--- config.mk ---
export PLATFORM = sky130hd
export DESIGN_NAME = debug_unit_ctrl
export DESIGN_NICKNAME = d
export VERILOG_FILES = /design/src/rtl/debug_unit_ctrl.sv
export SDC_FILE = /design/constraint.sdc
export NUM_CORES = 1
export LEC_CHECK = 0
export CORE_UTILIZATION = 30
export CTS_CLUSTER_DIAMETER = 50
export DETAILED_ROUTE_END_ITERATION = 12
export GPL_TIMING_DRIVEN = 0
export MAX_ROUTING_LAYER = met4
export PLACE_DENSITY = 0.57
export SLEW_MARGIN = 20
export SYNTH_ARGS = -nofsm -noshare
export SYNTH_HDL_FRONTEND = slang
export SYNTH_SLANG_ARGS = --single-unit
--- constraint.sdc ---
create_clock -name clock -period 5.7 [get_ports clock]
set_input_delay 0.57 -clock clock [delete_from_list [all_inputs] [get_ports clock]]
set_output_delay 0.57 -clock clock [all_outputs]
set_load 0.1 [all_outputs]
--- src/rtl/debug_unit_ctrl.sv ---
`default_nettype none
// ============================================================================
//  Module   : debug_unit_ctrl
//  Brief    : Host-side debug initiator. Decodes UART command bytes, loads
//             program words into instruction memory, runs or single-steps
//             the pipeline, then streams PC, registers, data memory and the
//             cycle count back out through the UART transmitter.
//  Revision : 1.0 - initial release
// ============================================================================
module debug_unit_ctrl #(
  parameter int NB_DATA     = 32,
  parameter int NB_ADDR     = 7,
  parameter int NB_REG      = 5,
  parameter int N_REGISTER  = 32,
  parameter int N_MEM_WORDS = 32,
  parameter int N_BYTES     = 4
) (
  input  logic               clock,
  input  logic               i_reset,
  input  logic [7:0]         i_rx_data,
  input  logic               i_rx_valid,
  input  logic               i_tx_done,
  output logic [7:0]         o_tx_data,
  output logic               o_tx_start,
  output logic [NB_DATA-1:0] o_inst_load,
  output logic [NB_ADDR-1:0] o_addr_inst_load,
  output logic               o_en_write,
  output logic               o_en_read,
  output logic               o_debug_unit,
  output logic               o_enable_pipe,
  output logic [NB_REG-1:0]  o_addr_reg,
  output logic               o_ctrl_read_reg,
  output logic [NB_ADDR-1:0] o_addr_mem,
  output logic               o_ctrl_mem,
  input  logic [NB_ADDR-1:0] i_pc,
  input  logic [NB_DATA-1:0] i_data_reg,
  input  logic [NB_DATA-1:0] i_data_mem,
  input  logic [NB_ADDR-1:0] i_count_cycles,
  input  logic               i_halt,
  output logic [3:0]         o_state
);

  // Dump word index: 0 = PC, then registers, then memory words, last = cycles
  localparam int NB_BCNT = (N_BYTES > 1) ? $clog2(N_BYTES) : 1;
  localparam int N_WORDS = N_REGISTER + N_MEM_WORDS + 2;
  localparam int NB_IDX  = $clog2(N_WORDS);

  localparam logic [NB_BCNT-1:0] BYTE_LAST     = NB_BCNT'(N_BYTES - 1);
  localparam logic [NB_IDX-1:0]  IDX_REG_FIRST = NB_IDX'(1);
  localparam logic [NB_IDX-1:0]  IDX_MEM_FIRST = NB_IDX'(N_REGISTER + 1);
  localparam logic [NB_IDX-1:0]  IDX_LAST      = NB_IDX'(N_WORDS - 1);

  localparam logic [7:0] CMD_LOAD = 8'h01;
  localparam logic [7:0] CMD_RUN  = 8'h02;
  localparam logic [7:0] CMD_STEP = 8'h03;

  typedef enum logic [3:0] {
    IDLE       = 4'd0,
    LOAD_BYTE  = 4'd1,
    LOAD_WRITE = 4'd2,
    RUN        = 4'd3,
    STEP       = 4'd4,
    STEP_WAIT  = 4'd5,
    DUMP_READ  = 4'd6,
    DUMP_LATCH = 4'd7,
    DUMP_SEND  = 4'd8,
    DUMP_WAIT  = 4'd9
  } state_t;

  state_t              state;
  logic [NB_BCNT-1:0]  byte_cnt;
  logic [NB_DATA-1:0]  load_word;
  logic [NB_ADDR-1:0]  load_addr;
  logic                halted;
  logic [NB_IDX-1:0]   word_idx;
  logic [NB_DATA-1:0]  tx_word;

  logic [NB_IDX-1:0]   next_idx;
  logic [NB_IDX-1:0]   reg_off;
  logic [NB_IDX-1:0]   mem_off;
  logic                next_is_reg;
  logic                next_is_mem;
  logic                cur_is_reg;
  logic                cur_is_mem;

  assign o_state = state;

  // Classify the current and the following dump word and derive read addresses
  always_comb begin
    next_idx    = word_idx + IDX_REG_FIRST;
    reg_off     = next_idx - IDX_REG_FIRST;
    mem_off     = next_idx - IDX_MEM_FIRST;
    next_is_reg = (next_idx < IDX_MEM_FIRST);
    next_is_mem = (next_idx >= IDX_MEM_FIRST) && (next_idx != IDX_LAST);
    cur_is_reg  = (word_idx != '0) && (word_idx < IDX_MEM_FIRST);
    cur_is_mem  = (word_idx >= IDX_MEM_FIRST) && (word_idx != IDX_LAST);
  end

  // Command decoder, loader, run/step control and dump sequencer
  always_ff @(posedge clock) begin
    if (i_reset) begin
      state            <= IDLE;
      byte_cnt         <= '0;
      load_word        <= '0;
      load_addr        <= '0;
      halted           <= 1'b0;
      word_idx         <= '0;
      tx_word          <= '0;
      o_tx_data        <= '0;
      o_tx_start       <= 1'b0;
      o_inst_load      <= '0;
      o_addr_inst_load <= '0;
      o_en_write       <= 1'b0;
      o_en_read        <= 1'b1;
      o_debug_unit     <= 1'b0;
      o_enable_pipe    <= 1'b0;
      o_addr_reg       <= '0;
      o_ctrl_read_reg  <= 1'b0;
      o_addr_mem       <= '0;
      o_ctrl_mem       <= 1'b0;
    end else begin
      case (state)
        IDLE: begin
          if (i_rx_valid) begin
            case (i_rx_data)
              CMD_LOAD: begin
                state        <= LOAD_BYTE;
                byte_cnt     <= '0;
                o_debug_unit <= 1'b1;
                o_en_read    <= 1'b0;
              end
              CMD_RUN: begin
                // A halt already visible at command time means nothing to run
                if (halted || i_halt) begin
                  halted   <= 1'b1;
                  word_idx <= '0;
                  state    <= DUMP_READ;
                end else begin
                  o_enable_pipe <= 1'b1;
                  state         <= RUN;
                end
              end
              CMD_STEP: begin
                if (halted) begin
                  word_idx <= '0;
                  state    <= DUMP_READ;
                end else begin
                  o_enable_pipe <= 1'b1;
                  state         <= STEP;
                end
              end
              default: ;
            endcase
          end
        end
        LOAD_BYTE: begin
          if (i_rx_valid) begin
            load_word <= {load_word[NB_DATA-9:0], i_rx_data};
            if (byte_cnt == BYTE_LAST) begin
              byte_cnt         <= '0;
              o_inst_load      <= {load_word[NB_DATA-9:0], i_rx_data};
              o_addr_inst_load <= load_addr;
              o_en_write       <= 1'b1;
              state            <= LOAD_WRITE;
            end else begin
              byte_cnt <= byte_cnt + 1'b1;
            end
          end
        end
        LOAD_WRITE: begin
          o_en_write <= 1'b0;
          // The all-ones HALT word is written like any other and closes the load
          if (o_inst_load == '1) begin
            load_addr    <= '0;
            halted       <= 1'b0;
            o_debug_unit <= 1'b0;
            o_en_read    <= 1'b1;
            state        <= IDLE;
          end else begin
            load_addr <= load_addr + NB_ADDR'(N_BYTES);
            state     <= LOAD_BYTE;
          end
        end
        RUN: begin
          if (i_halt) begin
            o_enable_pipe <= 1'b0;
            halted        <= 1'b1;
            word_idx      <= '0;
            state         <= DUMP_READ;
          end
        end
        STEP: begin
          o_enable_pipe <= 1'b0;
          state         <= STEP_WAIT;
        end
        STEP_WAIT: begin
          if (i_halt) begin
            halted <= 1'b1;
          end
          word_idx <= '0;
          state    <= DUMP_READ;
        end
        DUMP_READ: begin
          // Request was presented on entry; memory samples it this cycle
          o_ctrl_read_reg <= 1'b0;
          o_ctrl_mem      <= 1'b0;
          state           <= DUMP_LATCH;
        end
        DUMP_LATCH: begin
          if (word_idx == '0) begin
            tx_word <= NB_DATA'(i_pc);
          end else if (cur_is_reg) begin
            tx_word <= i_data_reg;
          end else if (cur_is_mem) begin
            tx_word <= i_data_mem;
          end else begin
            tx_word <= NB_DATA'(i_count_cycles);
          end
          byte_cnt <= '0;
          state    <= DUMP_SEND;
        end
        DUMP_SEND: begin
          o_tx_data  <= tx_word[NB_DATA-1 -: 8];
          o_tx_start <= 1'b1;
          state      <= DUMP_WAIT;
        end
        DUMP_WAIT: begin
          o_tx_start <= 1'b0;
          // A done coincident with our own start strobe cannot belong to this byte
          if (i_tx_done && !o_tx_start) begin
            if (byte_cnt == BYTE_LAST) begin
              if (word_idx == IDX_LAST) begin
                state <= IDLE;
              end else begin
                word_idx        <= next_idx;
                o_ctrl_read_reg <= next_is_reg;
                o_ctrl_mem      <= next_is_mem;
                if (next_is_reg) begin
                  o_addr_reg <= NB_REG'(reg_off);
                end
                if (next_is_mem) begin
                  o_addr_mem <= NB_ADDR'({mem_off, 2'b00});
                end
                state <= DUMP_READ;
              end
            end else begin
              byte_cnt <= byte_cnt + 1'b1;
              tx_word  <= tx_word << 8;
              state    <= DUMP_SEND;
            end
          end
        end
        default: state <= IDLE;
      endcase
    end
  end

endmodule
`default_nettype wire

**Yosys cells after proc, flatten, opt, wreduce, memory -nomap -nowiden**

Cells that the tools add are included.

- Register bits: 141
- Bits in latches: 0
- RAM bits: 0
- ROM bits: 0
- Input bits: 91
- Output and inout bits: 70
- Word-level logic and storage cells: 163
- Memories kept: 0

- $add $sub $neg: 5
- Multiply operators: 0
- Div/mod/pow operators: 0
- Magnitude comparators: 4
- Equal/unequal tests: 36
- Shift-type cells: 0
- Muxes and demuxes: 66
- Bitwise gates (word level): 1
- Reductions and logical operators: 32

Operators with widths:

| kind | count |
|---|---|
| 32-bit 2-to-1 mux | 5 |
| 32-bit case mux with 2 select lines | 1 |
| 7-bit 2-to-1 mux | 8 |
| 4-bit case mux with 10 select lines | 1 |
| 32-bit == test, second input constant | 1 |
| 7-bit case mux with 4 select lines | 1 |
| 4-bit 2-to-1 mux | 6 |
| 6-bit AND reduction | 4 |
| 1-bit 2-to-1 mux | 23 |
| 2-bit inequality test, second input constant | 10 |
| 4-bit by 3-bit == test with 1-bit output, second input constant | 4 |
| 8-bit by 2-bit == test with 1-bit output, second input constant | 2 |
| 7-bit by 6-bit greater-or-equal comparator with 1-bit output, second input constant | 2 |
| 7-bit by 6-bit less-than comparator with 1-bit output, second input constant | 2 |
| 2-bit 2-to-1 mux | 7 |
| 7-bit inequality test, second input constant | 2 |
| 1-bit case mux with 2 select lines | 7 |
| 7-bit case mux with 2 select lines | 1 |
| 3-bit inequality test, second input constant | 4 |
| 4-bit case mux with 3 select lines | 1 |
| 5-bit AND reduction | 2 |
| 2-bit nonzero test | 5 |
| 5-bit by 1-bit subtractor with 5-bit output, second input constant | 2 |
| 3-bit AND reduction | 3 |
| 28 further kinds | 40 |

**Longest topological paths before layout**

- Word-level depth: 7
- Mapped depth: 9
- Mapped depth without buffers: 8

**Worst setup path after synthesis**

Ideal clock, no wire load.

- Path kind: register to register
- Start point: register state[2], in the netlist o_state[2]
- End point: register word_idx[4]
- Library setup time: 0.067 ns
- Data arrival time: 2.682 ns
- Data required time: 5.633 ns
- Path slack: 2.950 ns
- Cell stages (with the launch flop): 8
- Path buffers: 2
- Clock period less this slack: 2.750 ns
- Cells stage by stage: dfxtp_1 -> nor2_1 -> and3_1 -> clkbuf_1 -> a2111o_1 -> buf_6 -> or3_1 -> a21oi_2

- Word-level cells in the longest chain between the ends: 3
- Elaborated cells on any way between the ends: 15
- Classes of those cells: eq/ne: 11; mux: 1; reduce/logical: 3

RTL lines:

| item | line | text |
|---|---|---|
| start, declared | 70 | `state_t state;` |
| start signal, assigned | 102 | `state <= IDLE;` |
| start signal, assigned | 127 | `state <= LOAD_BYTE;` |
| start signal, assigned | 137 | `state <= DUMP_READ;` |
| 4-bit == test (tied with other cells) | 122 | `case (state)` |
| 4-bit nonzero test (no source line) (tied with other cells) | - |  |
| 9-bit AND reduction (no source line) | - |  |
| end signal, assigned | 235 | `word_idx <= next_idx;` |
| end, declared | 75 | `logic [NB_IDX-1:0] word_idx;` |

Several ways; a longest one is shown, not always the timed one.
A chain may end at the register's enable or synchronous reset.

**Worst setup path in the final report**

- Start point: register state[3], in the netlist o_state[3]
- End point: output o_state[3]

RTL lines:

| item | line | text |
|---|---|---|
| end, declared | 40 | `output logic [3:0] o_state` |

No word-level cell between the ends.

==> impl_metrics.yaml <==
status:
  status: "completed"
synthesis:
  synth_seq_area_share: 0.446
  netlist_instances: 755
  syn_area_mm2: 0.00615
  synthArstFlopShare: 0
  synth.avg_cell_area_um2: 8.15
  ys_types: 61
  synth_edf_count: 0
  ys_warn_count: 0
  ys.flop_type: "dfxtp_1"
  ys_ff_latch: 137
floorplan:
  die_y_um: 145
  die_w_um: 145
  die_area_mm2: 0.0211
  start_util: 0.305
  ios: 161
  rows: 52
  fp.coreArea_mm2: 0.0202
route:
  drc: 0
  drt_wl_total_mm: 19.6
  ant_nets: 0
  viasPerCell: 5.04
  wl_per_cell_um: 16.1
  vias: 6120
  dr.pass1.iters: 6
  drtIter0Drc: 506
clock_tree:
  cts_buffers: 17
  post_cts_resized: 0
  cts_setup_buffers: 0
  cts_num_sinks: 137
  cts-root-buf: "clkbuf_16"
  tritoncts: "built"
  htreeDepth: 4
  clkTransAtPathRegs_ns: 0.06
  postCtsHoldBufs: 0
  insertion_delay_ns: 0.43
  clockBufferDepth: 2
setup_path:
  cp.arrival_ns: 2.22
  cp_max_fo: 8
  path_buf_inv: 1
  startpoint_type: "flip-flop"
  critPathSlowestCell: "clkdlybuf4s50_1"
  crit_required_ns: 5.13
  crit_type: "flip-flop to primary output"
  crit_family: "buffers and inverters"
  crit_chain: "clkdlybuf4s50_1"
  max_stage_delay_ns: 1.26
  crit_path_end_kind: "primary output"
power_and_ir_drop:
  pwr-share-comb: 0.056
  p_int_mw: 1.68
  clockPowerShare: 0.505
  swShare: 0.231
  sequentialPowerShare: 0.439
  power.density_cell_area_mw_per_mm2: 253
  p_switching_mw: 0.504
  peakVddDrop_v: 0.000207
  p_leak_nw: 2.98
sta:
  slew_viol_final: 0
  setup_violations: 0
  max_freq_mhz: 359
  fin_crit_ns: 2.79
  rsz0062_at_grt: "no"
  tns_ns: 0
  skew_ns: 0.00621
  fin_crit_sh: 0.489
  hold_slack_ns: 0.448
  tightest_slew_ns: 1.10
  maxSlewHeadroom: 0.260
  hold_viol_final: 0
grt:
  overflow: 0
  grt_pass1_vias: 5862
  grt_usage: 0.193
  antenna_found_initial: 0
  grt_max_degree: 17
  grt_first_pass_wirelength_mm: 31.1
finish:
  nets: 1028
  top_regs: "o_inst_load (32), tx_word (32), load_word (24)"
  layout-drive-gt1-share: 0.0710
  n_antenna_cell: 0
  final_common_cell: "nand2_1"
  syn_to_final_growth_pct: 40.3
  final_cell_mix: "182 x nand2_1, 154 x clkdlybuf4s50_1, 137 x dfxtp_1, 125 x a21oi_1, 36 x clkbuf_1"
place:
  portBuffers: 154
  gp_congestion: 0.848
  place_hpwl_mm: 14.7
flow_run:
  cap_violations: 0
hold_path:
  hold_path.class: "flip-flop to flip-flop"
-- synth_stat cells (all sizes together), types with 10 or more instances --
| master | count | area share |
|---|---|---|
| nand2 | 182 | 0.11 |
| dfxtp | 137 | 0.45 |
| a21oi | 126 | 0.10 |
| nor2 | 32 | 0.020 |
| a222oi | 21 | 0.034 |
| mux2i | 16 | 0.026 |
| nor3 | 16 | 0.015 |
| clkbuf | 36 | 0.022 |
| a21o | 10 | 0.012 |
| buf | 20 | 0.020 |
| nand3 | 18 | 0.015 |
| o21ai | 11 | 0.0090 |
| inv | 10 | 0.0061 |
| nand4 | 11 | 0.011 |
-- cell type report --
| class | instances | area, um^2 |
|---|---|---|
| clock inverters | 14 | 148 |
| flip-flops and latches | 137 | 2740 |
| fillers | 2096 | 11500 |
| plain buffers | 56 | 256 |
| inverters | 11 | 41.3 |
| multi-input cells | 554 | 3120 |
| repair buffers | 154 | 1540 |
| well taps | 270 | 338 |
| clock buffers | 18 | 439 |
-- kinds of logic after synthesis --
logic type,synth area share
multiplexers,0.0260
AO/OA/AOI/OAI,0.228
adder cells (fa/ha/maj),0.0122
flip-flops,0.446
XOR/XNOR,0.0114
AND/OR/NAND/NOR,0.227
other,0.000610
buffers and inverters,0.0484
-- layer usage --
| layer | GRT usage | vias up | share of wire |
|---|---|---|---|
| met3 | 0.0459 | 32 | 0.060 |
| li1 | - | 3039 | - |
| met4 | 0.0711 | 0 | 0.020 |
| met2 | 0.304 | 219 | 0.46 |
| met1 | 0.240 | 2830 | 0.46 |
| met5 | - | - | 0 |
-- worst min-delay path, stage by stage, from the launching register on --
cell	delay, ns
dfxtp_1	0.30
nand2_1	0.05
a21oi_1	0.05
-- power by group through the flow --
stage	clock network [mW]	registers (mW)	logic [mW]
floorplan	0	0.981	0.0386
CTS	1.13	0.959	0.122
global route	1.16	0.958	0.128
detailed placement	0	0.980	0.121
global placement	0	0.980	0.122
finish	1.10	0.959	0.121
-- worst paths after layout --
kind	start	endpoint	slack [ns]	cells past startpoint
max	o_state[3]	o_state[3]	2.91	1
min	load_word[17]	o_inst_load[25]	0.45	2
max reg2reg	o_state[2]	tx_word[29]	3.01	7
min reg2reg	load_word[17]	o_inst_load[25]	0.45	2
-- stage by stage --
step           cell area (um^2)  setup slack, ns  std cells  power, mW  utilization
6_report                   8630             2.91       1214       2.18        0.428
2_1_floorplan              6160             2.95        758       1.02            -
3_5_place_dp               8040             2.66       1182       1.10        0.399
4_1_cts                    8630             2.91       1214       2.21        0.428
5_1_grt                    8630             2.82       1214       2.25        0.428
3_3_place_gp               8040             2.66       1182       1.10        0.399
No activity file was read; power rests on OpenSTA's default activity.
